<file path="src/rtl/microseq_pkg.sv">
// Shared encodings for the microprogram sequencer.
// The encoder uses the same constants, so both sides agree on the fetch and undefined addresses.
package microseq_pkg;

  typedef enum logic [2:0] {
    NS_INC     = 3'b000,
    NS_JUMP    = 3'b001,
    NS_DECODE  = 3'b010,
    NS_COND    = 3'b011,
    NS_WAITMFC = 3'b100,
    NS_FETCH   = 3'b101,
    NS_CALL    = 3'b110,
    NS_RET     = 3'b111
  } nsSel_t;

  typedef enum logic {
    RUN  = 1'b0,
    WAIT = 1'b1
  } seqState_t;

  localparam logic [6:0] DEFAULT_FETCH_ADDR = 7'd1;
  localparam logic [6:0] DEFAULT_UNDEF_CODE = 7'd91;

endpackage

</file>
<file path="src/rtl/microseq_nextaddr_mux.sv">
// Combinational next-address selector used while the sequencer is in RUN.
// Also exposes the plain increment, which the WAIT path reuses.
module microseq_nextaddr_mux
  import microseq_pkg::*;
#(
  parameter int                ADDR_W     = 7,
  parameter logic [ADDR_W-1:0] FETCH_ADDR = ADDR_W'(DEFAULT_FETCH_ADDR)
) (
  input  logic [ADDR_W-1:0] state,
  input  logic [2:0]        nsSel,
  input  logic [ADDR_W-1:0] crAddr,
  input  logic [ADDR_W-1:0] encoderAddr,
  input  logic              inv,
  input  logic              cond,
  input  logic              mfc,
  input  logic [ADDR_W-1:0] retAddr,
  input  logic              retValid,
  output logic [ADDR_W-1:0] incAddr,
  output logic [ADDR_W-1:0] runAddr
);

  logic condTaken;

  assign incAddr   = state + ADDR_W'(1);
  assign condTaken = cond ^ inv;

  // A WAITMFC without a same-cycle MFC holds the address; the stall itself is handled by the FSM.
  always_comb begin
    runAddr = incAddr;
    case (nsSel)
      NS_INC:     runAddr = incAddr;
      NS_JUMP:    runAddr = crAddr;
      NS_DECODE:  runAddr = encoderAddr;
      NS_COND:    runAddr = condTaken ? crAddr : incAddr;
      NS_WAITMFC: runAddr = mfc ? incAddr : state;
      NS_FETCH:   runAddr = FETCH_ADDR;
      NS_CALL:    runAddr = crAddr;
      NS_RET:     runAddr = retValid ? retAddr : FETCH_ADDR;
      default:    runAddr = incAddr;
    endcase
  end

endmodule

</file>
<file path="src/rtl/microseq_controller.sv">
// Microprogram sequencer: holds the control-store address, the RUN/WAIT stall FSM,
// the MFC timeout counter and a single-level return register.
module microseq_controller
  import microseq_pkg::*;
#(
  parameter int                ADDR_W      = 7,
  parameter logic [ADDR_W-1:0] FETCH_ADDR  = ADDR_W'(DEFAULT_FETCH_ADDR),
  parameter logic [ADDR_W-1:0] UNDEF_CODE  = ADDR_W'(DEFAULT_UNDEF_CODE),
  parameter int                MFC_TIMEOUT = 15
) (
  input  logic              clk,
  input  logic              reset,
  input  logic [ADDR_W-1:0] encoder_IN,
  input  logic [2:0]        ns_sel,
  input  logic [ADDR_W-1:0] cr_addr,
  input  logic              inv,
  input  logic              cond_IN,
  input  logic              mfc,
  output logic [ADDR_W-1:0] state_OUT,
  output logic              wait_OUT,
  output logic              timeout_OUT,
  output logic              undef_OUT
);

  localparam int CNT_W = $clog2(MFC_TIMEOUT + 1);

  seqState_t         seqState, nextSeqState;
  logic [ADDR_W-1:0] stateAddr, nextAddr;
  logic [ADDR_W-1:0] retAddr, nextRetAddr;
  logic              retValid, nextRetValid;
  logic [CNT_W-1:0]  waitCnt, nextWaitCnt;
  logic              timeoutPulse, nextTimeout;
  logic              undefPulse, nextUndef;
  logic [ADDR_W-1:0] incAddr, runAddr;

  microseq_nextaddr_mux #(
    .ADDR_W    (ADDR_W),
    .FETCH_ADDR(FETCH_ADDR)
  ) u_mux (
    .state      (stateAddr),
    .nsSel      (ns_sel),
    .crAddr     (cr_addr),
    .encoderAddr(encoder_IN),
    .inv        (inv),
    .cond       (cond_IN),
    .mfc        (mfc),
    .retAddr    (retAddr),
    .retValid   (retValid),
    .incAddr    (incAddr),
    .runAddr    (runAddr)
  );

  always_ff @(posedge clk) begin
    if (reset) begin
      seqState     <= RUN;
      stateAddr    <= '0;
      retAddr      <= '0;
      retValid     <= 1'b0;
      waitCnt      <= '0;
      timeoutPulse <= 1'b0;
      undefPulse   <= 1'b0;
    end else begin
      seqState     <= nextSeqState;
      stateAddr    <= nextAddr;
      retAddr      <= nextRetAddr;
      retValid     <= nextRetValid;
      waitCnt      <= nextWaitCnt;
      timeoutPulse <= nextTimeout;
      undefPulse   <= nextUndef;
    end
  end

  // In WAIT a late MFC beats the timeout, and the counter stops at MFC_TIMEOUT so it never wraps.
  always_comb begin
    nextSeqState = seqState;
    nextAddr     = stateAddr;
    nextRetAddr  = retAddr;
    nextRetValid = retValid;
    nextWaitCnt  = waitCnt;
    nextTimeout  = 1'b0;
    nextUndef    = 1'b0;
    case (seqState)
      RUN: begin
        nextAddr = runAddr;
        case (ns_sel)
          NS_DECODE: nextUndef = (encoder_IN == UNDEF_CODE);
          NS_WAITMFC: begin
            if (!mfc) begin
              nextSeqState = WAIT;
              nextWaitCnt  = CNT_W'(1);
            end
          end
          NS_CALL: begin
            nextRetAddr  = incAddr;
            nextRetValid = 1'b1;
          end
          NS_RET: nextRetValid = 1'b0;
          default: ;
        endcase
      end
      WAIT: begin
        if (mfc) begin
          nextAddr     = incAddr;
          nextSeqState = RUN;
          nextWaitCnt  = '0;
        end else if (waitCnt == CNT_W'(MFC_TIMEOUT)) begin
          nextAddr     = FETCH_ADDR;
          nextTimeout  = 1'b1;
          nextSeqState = RUN;
          nextWaitCnt  = '0;
        end else begin
          nextWaitCnt = waitCnt + CNT_W'(1);
        end
      end
      default: nextSeqState = RUN;
    endcase
  end

  assign state_OUT   = stateAddr;
  assign wait_OUT    = (seqState == WAIT);
  assign timeout_OUT = timeoutPulse;
  assign undef_OUT   = undefPulse;

endmodule

</file>
<file path="config.mk">
export PLATFORM = sky130hd
export DESIGN_NAME = microseq_controller
export DESIGN_NICKNAME = d
export VERILOG_FILES = /design/src/rtl/microseq_pkg.sv /design/src/rtl/microseq_nextaddr_mux.sv /design/src/rtl/microseq_controller.sv
export SDC_FILE = /design/constraint.sdc
export NUM_CORES = 1
export LEC_CHECK = 0
export ABC_AREA = 1
export CORE_MARGIN = 2
export CORE_UTILIZATION = 49
export DETAILED_ROUTE_END_ITERATION = 16
export PLACE_DENSITY_LB_ADDON = 0.2
export SETUP_SLACK_MARGIN = 0.2
export SLEW_MARGIN = 20
export SYNTH_ARGS = -nofsm -noshare
export SYNTH_HDL_FRONTEND = slang
export SYNTH_SLANG_ARGS = --single-unit
</file>
<file path="constraint.sdc">
create_clock -name clk -period 1.7 [get_ports clk]
set_input_delay 0.425 -clock clk [delete_from_list [all_inputs] [get_ports clk]]
set_output_delay 0.425 -clock clk [all_outputs]
set_load 0.03 [all_outputs]
</file>
# After elaboration in Yosys (flattened, before gate mapping)
# Index checks and enable logic that the tools add are counted.
# totals
out_inout_bits,10
ff_bits,22
wordCells,53
# op_classes
eq_ne,13
mux,19
n_addsub,2
bitwise,3
reduce_logical,9
# op_table
op,count
one-hot mux 7 bit (7 select lines),1
two-way mux 7 bit,5
two-way mux 4 bit,4
one-hot mux 7 bit (2 select lines),1
"== test 3 bit, second input constant",4
one-hot mux 4 bit (2 select lines),1
AND reduction 2 bit,4
"adder 7 x 1 -> 7 bit, second input constant",1
"== test 7 bit, second input constant",1
"== test 3 x 2 -> 1 bit, second input constant",2
OR reduction 3 bit,2
two-way mux 1 bit,5
"adder 4 x 1 -> 4 bit, second input constant",1
"== test 4 bit, second input constant",1
one-hot mux 1 bit (2 select lines),2
"== test 3 x 1 -> 1 bit, second input constant",1
zero test 3 bit,1
"!= test 3 x 2 -> 1 bit, second input constant",1
"!= test 3 bit, second input constant",1
"!= test 2 x 1 -> 1 bit, second input constant",1
"!= test 2 bit, second input constant",1
inverter 1 bit,2
nonzero test 2 bit,1
OR reduction 2 bit,1
bitwise XOR 1 bit,1

# Depth between registers and ports, before layout
# depth
depth_word,4
depth_mapped,9
mapped_depth_nobuf,9

# By module
# A second synthesis with hierarchy kept.
# hier_totals
cells_unflattened,279
hier_area_um2,1671.6
# by_module_without_submodules
module,cells_each,area_per_inst_um2,seq_area_each_um2,instances
microseq_controller,136,1013.5,440.4,1
microseq_nextaddr_mux,143,658.1,0.0,1

# Worst setup path after synthesis
# No wires, ideal clock.
# synth_timing
kind,register -> register
from,"reg stateAddr[0], in the netlist state_OUT[0]"
to,"reg stateAddr[4], in the netlist state_OUT[4]"
setup_ns,0.118
path_buffers,0
arrival_time_ns,1.421
stages_incl_launch_ff,9
setup_slack_ns,0.161
path_cell_list,dfxtp_1 ha_1 nand2_1 o21ai_0 nand2_1 nand2_1 nand3_1 nand2_1 a21oi_1
# synth_between
elab_chain_cells,4
# synth_lines
item,line,rtl
start: declaration,microseq_controller.sv:28,"logic [ADDR_W-1:0] stateAddr, nextAddr;"
start signal: assignment,microseq_controller.sv:64,stateAddr <= nextAddr;
adder 7 x 1 -> 7 bit (*),microseq_nextaddr_mux.sv:24,assign incAddr = state + ADDR_W'(1);
"two-way mux 7 bit, on equally long branches","microseq_nextaddr_mux.sv:35, microseq_nextaddr_mux.sv:34",
one-hot mux 7 bit (7 select lines),microseq_nextaddr_mux.sv:30,case (nsSel)
one-hot mux 7 bit (2 select lines) (*),microseq_controller.sv:82,case (seqState)
# Mark *: on every way between the ends. The rest lies on a longest branch, timed or not. The select of a mux whose other input is x is not followed.
# A chain may end at the register's enable or synchronous reset.

# Worst setup path in the final report
# layout_timing
from,"reg stateAddr[4], in the netlist state_OUT[4]"
to,out state_OUT[4]
# layout_rtl
item,line,rtl
end: declaration,microseq_controller.sv:19,"output logic [ADDR_W-1:0] state_OUT,"
# No word-level cell between the ends.

==> out/metrics.cfg <==
[yosys]
syn-cell-area_um2 = 1360
synth.distinct_cells = 27
avgSynthCellArea_um2 = 6.27
post-synth-top-count-cell = nand2_1
yosysTopAreaCell = dfxtp_1
syn_nets = 240
async_flop_share = 0
yosys-top-cells-area = dfxtp_1, nand2_1, a21oi_1
synth_top_area_share = 0.325
synth_top_flop_cell = dfxtp_1
yosysSeqAreaShare = 0.325
synth-seq-cells = 22
ys_top_cells_by_count = nand2_1, inv_1, nor2_1
yosys_warnings = 0
synth-edff-count = 0
syn_inst = 216

[critical_path]
cp_max_fo = 5
reg2reg_slack_ns = 0.29
worstPathRequired_ns = 1.27
slowest_delay_ns = 0.40
cpLargestDelayFamily = flip-flops
r2r-start = state_OUT[0]
reg2reg_to = state_OUT[4]
critPathCaptureType = output port
critPathKind = register to output port
cp.arrival_ns = 1.03
crit_buf_inv = 1
reg2reg_depth = 8
crit_slowest_cell = dfxtp_1
cp_cell_sequence = clkdlybuf4s15_2
cp-start-kind = register

[placement]
hpwl_um = 2670
portBuffers = 31
routabilityCongestion = 0.838
placed_area_um2 = 1770
dp_cells = 286

[floorplanning]
die_w_um = 56.6
ios = 32
fp.dieH_um = 56.6
core_area_um2 = 2690
die_area_um2 = 3200
start_util = 0.504
rows = 19

[run]
cap_violations = 0

[clock_tree]
htree_levels = 1
ctsHoldBuffers = 0
cts-buffers-inserted = 3
clkSlewWorstSetupHoldPaths_ns = 0.12
cts.sinks = 22
cts_tree = done
cts.path.max_buffers = 2
root_buffer = clkbuf_4
insertion_delay_ns = 0.31

[timing]
worstMarginPinSlew_ns = 0.298
drv_slew = 0
hold-worst-slack_ns = 0.435
setup_viol = 0
fin_skew_ns = 0.00343
fin_crit_ns = 1.45
max_freq_mhz = 688
fin_tns_setup_ns = 0
post-route-period-util = 0.855
slew_headroom = 0.802
final-hold-violation-count = 0
grt_setup_unrepaired = true

[hold_path]
min_from = mfc
holdPathStages = 2
hp-class = primary input to register
holdPathEnd = timeout_OUT

[finish]
area_growth_pct = 32.5
final_cells = 290
stdcell_area_um2 = 1800
nets = 285
antennaDiodeCount = 0
n_fill_cell = 274
drive_above_1_share = 0.189

[power]
p_total_mw = 1.11
ir_worst_vdd_mv = 0.666
p_leak_nw = 0.845
cellPowerDensity_nw_per_um2 = 621

[outcome]
outcome = finished, final reports clean

[detailed_routing]
first_pass_iters = 4
wl_per_cell_um = 12.2
drt_iter0_markers = 66
vias_per_cell = 5.29
drtAntennaViolNets = 0
totalWireLength_um = 3530
route.detailed.drc = 0
vias = 1534

[global_route]
overflow = 0
gr-usage-all-layers = 0.229
grt_pass1_wl_um = 5880
antenna_found_initial = 0
first_global_vias = 1380
grt_max_degree = 17

## routing by layer
metal  GRT usage  up-vias  share of wire
li1            -      793              -
met4      0.0442        0         0.0045
met5           0        -              0
met1       0.290      694           0.44
met3      0.0438        2          0.049
met2       0.404       45           0.50
## report_power, final
group          total [mW]  switching, mW  leakage [nW]  internal, mW
combinational       0.310          0.178         0.650         0.132
clock               0.237          0.154        0.0138        0.0828
sequential          0.568         0.0232         0.181         0.544
total                1.11          0.356         0.845         0.759
## area by class of cell
class                           count  area [um2]  share of cell area
Clock buffer                        3        22.5              0.0125
Sequential cell                    22         447               0.249
Inverter                           29         118              0.0655
Multi-Input combinational cell    161         795               0.443
Timing Repair Buffer               44         375               0.209
Tap cell                           31        38.8              0.0216
## placed cells by master (no fill, tap or decap), types with 3 or more instances in the layout
| master | synthesis | final |
|---|---|---|
| inv_1 | 23 | 22 |
| a21oi_1 | 20 | 20 |
| clkbuf_2 | 0 | 6 |
| clkbuf_4 | 0 | 3 |
| nand2_2 | 4 | 7 |
| buf_4 | 0 | 13 |
| nand4_1 | 3 | 3 |
| inv_2 | 5 | 4 |
| dfxtp_1 | 22 | 19 |
| o21ai_1 | 5 | 5 |
| clkdlybuf4s50_1 | 0 | 17 |
| nor2_1 | 23 | 23 |
| nand3_1 | 17 | 16 |
| dlygate4sd2_1 | 0 | 5 |
| o21ai_0 | 14 | 14 |
| nand2_1 | 57 | 54 |
## flip-flops by register name, summed over array words and instances, names as in the netlist
register,flops
retAddr,7
state_OUT,7
waitCnt,4
retValid,1
timeout_OUT,1
undef_OUT,1
wait_OUT,1
## through the flow
stage / setup slack [ns] / utilization
2_1_floorplan: 0.300 / -
6_report: 0.246 / 0.668
3_5_place_dp: -0.205 / 0.659
5_1_grt: 0.159 / 0.668
4_1_cts: 0.137 / 0.665
3_3_place_gp: -0.194 / 0.659
## worst max-delay path by stage
| stage | cells past startpoint | slack, ns | start | end |
|---|---|---|---|---|
| final | 1 | 0.25 | state_OUT[4] | state_OUT[4] |
| after global routing | 8 | 0.16 | waitCnt[1] | state_OUT[0] |
| after CTS | 1 | 0.14 | state_OUT[0] | state_OUT[0] |
| after detailed placement | 10 | -0.20 | ns_sel[0] | state_OUT[0] |
| after global placement | 9 | -0.19 | ns_sel[1] | state_OUT[5] |
| after floorplan | 7 | 0.30 | wait_OUT | state_OUT[1] |
## cell families (layout without fill, tap and decap cells)
family                   after synthesis  after routing  share of synthesized area
AND/OR/NAND/NOR                      110            110                      0.348
buffers and inverters                 33             76                      0.102
flip-flops                            22             22                      0.325
adder cells (fa/ha/maj)                2              2                     0.0185
AO/OA/AOI/OAI                         48             48                      0.200
XOR/XNOR                               1              1                    0.00646
## what timing repair did
action                                  CTS  global route
buffers inserted                          0             1
endpoints found under the setup margin   18            15
gates cloned                              0             0
gates resized for setup                  19            21
(Power assumes the default switching activity.)
==> edit: new RTL, same flow settings <==
The output `timeout_OUT` loses its register stage (`timeoutPulse` becomes a continuous assignment).
--- a/src/rtl/microseq_controller.sv
+++ b/src/rtl/microseq_controller.sv
@@ -59,3 +59,2 @@
       waitCnt      <= '0;
-      timeoutPulse <= 1'b0;
       undefPulse   <= 1'b0;
@@ -67,3 +66,2 @@
       waitCnt      <= nextWaitCnt;
-      timeoutPulse <= nextTimeout;
       undefPulse   <= nextUndef;
@@ -71,2 +69,4 @@
   end
+
+  assign timeoutPulse = nextTimeout;
 
Behaviour: same outputs for any inputs over 10 cycles, from zero or initial values and one cycle with reset high; that may be too few to reach the edited logic, so the function may still have changed.
==> edit against the unedited design <==
Sequential power is 3% lower. Critical endpoint is now timeout_OUT. Sequential cell count is 1 lower. Area after synthesis is 3.9% lower. Critical path type unchanged. Die area is 3.6% lower. Largest cell class unchanged. Setup slack worse by 0.18 ns. Largest power group unchanged. Highest routed layer unchanged. Final area is 0.77% higher. Power is 0.31% lower. Clock skew is 0.0086 ns higher. Routed wire length is 3.9% higher.
==> edit: results (changes against the unedited design) <==
Outcome
  – Status: complete, no violations

Power
  – Worst vdd ir: 0.000553 V (-17%)
  – Net Switching: 0.370 mW (+4.0%)
  – Seq group: 0.552 mW (-3%)
  – Leak: 0.777 nW (-8.1%)
  – Clock group: 0.260 mW (+9.7%)

Layout
  – Layout cells sized above 1: 23.8% (+4.9 points)
  – Ant diodes: 0 (unchanged)
  – # fillers: 219 (-20%)
  – Finished Layout Cells: 278 (-4.1%)

GRT
  – Largest net degree at the start of global routing: 13 (-4)
  – Total Routing Usage GR: 25.7% (+2.8 points)
  – Initial antenna violation count: 0 (unchanged)
  – Grt met1 use: 31.6% (+2.7 points)
  – M2 GR Usage: 42.3% (+2.0 points)
  – Met3 Use GR: 4.45% (+0.072 points)
  – First-pass GRT wire length: 6380 µm (+8.5%)

Synthesis
  – Top cells by count, synth: nand2_1 (48), a21oi_1 (23), nor2_1 (22)
  – Syn Nets: 227 (-5.4%)
  – Distinct cells, synth: 29 (+7.4%)
  – Compound-Gate Fraction of Synth Area: 19.6% (-0.44 points)
  – Mux share of post-synthesis cell area: 0% (unchanged)
  – Synth top area cells: dfxtp_1 (32%), nand2_1 (14%), a21oi_1 (8.8%)
  – Post-synthesis sequential area ratio: 32.3% (-0.23 points)
  – Syn Area/Cell: 6.42 µm² (+2.3%)
  – Fraction of registers with async set or reset after synthesis: 0% (unchanged)
  – XOR/XNOR Fraction of Synth Area: 2.02% (+1.4 points)
  – Adder-cell share of the synthesized area: 1.92% (+0.075 points)

Worst hold path
  – Hold Crit Class: reg2reg
  – Hold Path Stages: 2 (unchanged)
  – Min-Delay Endpoint: retAddr[0]
  – Min-delay src: retAddr[0]

Clocking
  – Clock Latency Late Sink: 0.32 ns
  – Cts bufs inserted: 3 (unchanged)

Setup path
  – CP startpoint: waitCnt[0]
  – Reg2reg path depth: 6 (-2)
  – Worst reg2reg startpoint: wait_OUT
  – Critical Path End: timeout_OUT
  – Reg-to-reg endpoint: waitCnt[3]
  – Critical Path AT: 1.21 ns (+0.18 ns)
  – Crit-path max FO: 3 (-2)
  – R2R setup slack: 0.29 ns (about the same)
  – Biggest cell delay along the critical path: 0.37 ns (-0.03 ns)
  – Critical Path Slowest Stage Cell: dfxtp_2

Placed design
  – I/O Buffers: 31 (unchanged)
  – GPL Wtd Cong: 0.942 (+12%)
  – Detailed Place HPWL: 2660 µm (-0.55%)
  – Placed cells: 269 (-5.9%)

Drt
  – M1 WL: 1610 µm (+2.9%)
  – DR WL met2: 1800 µm (+1.2%)
  – Via count: 1476 (-3.8%)
  – Final wirelength: 3670 µm (+3.9%)
  – Detailed Route Iter0 Violations: 37 (-44%)
  – Wire length on met3: 184 µm (+5.7%)

Timing
  – Setup Skew: 0.0120 ns (+0.00859 ns)
  – Worst relative slew slack: 77.7% (-2.5 points)
==> edit: critical path, delay by kind of cell (launching register included) <==
family / cells / cell delay (ns)
buf+inv: 1 / 0.15
simple gates: 2 / 0.22
fa+ha+maj: 1 / 0.16
flops: 1 / 0.37
==> edit: cell type report <==
class | count | area share [%]
clock buffers | 4 | 1.45
multi-input cells | 156 | 45.6
inverters | 23 | 5.12
flip-flops and latches | 21 | 24.1
repair buffers | 44 | 21.6
well taps | 30 | 2.07
==> edit: metrics by stage <==
step                      area, µm²  hold WS [ns]  setup TNS [ns]  power, mW  setup slack (ns)
after global routing           1810         0.503        -0.00281       1.16          -0.00281
after floorplan                1320         0.429               0      0.717             0.210
after CTS                      1780         0.479               0       1.11            0.0481
final                          1810         0.479               0       1.11            0.0670
after detailed placement       1700         0.462           -2.76      0.856            -0.228
after global placement         1700         0.445           -2.36      0.852            -0.242
==> edit: what timing repair did <==
action,4_1_cts,5_1_grt
buffers inserted,3,2
gates resized for setup,37,17
endpoints found under the setup margin,22,14
pin swaps,0,2
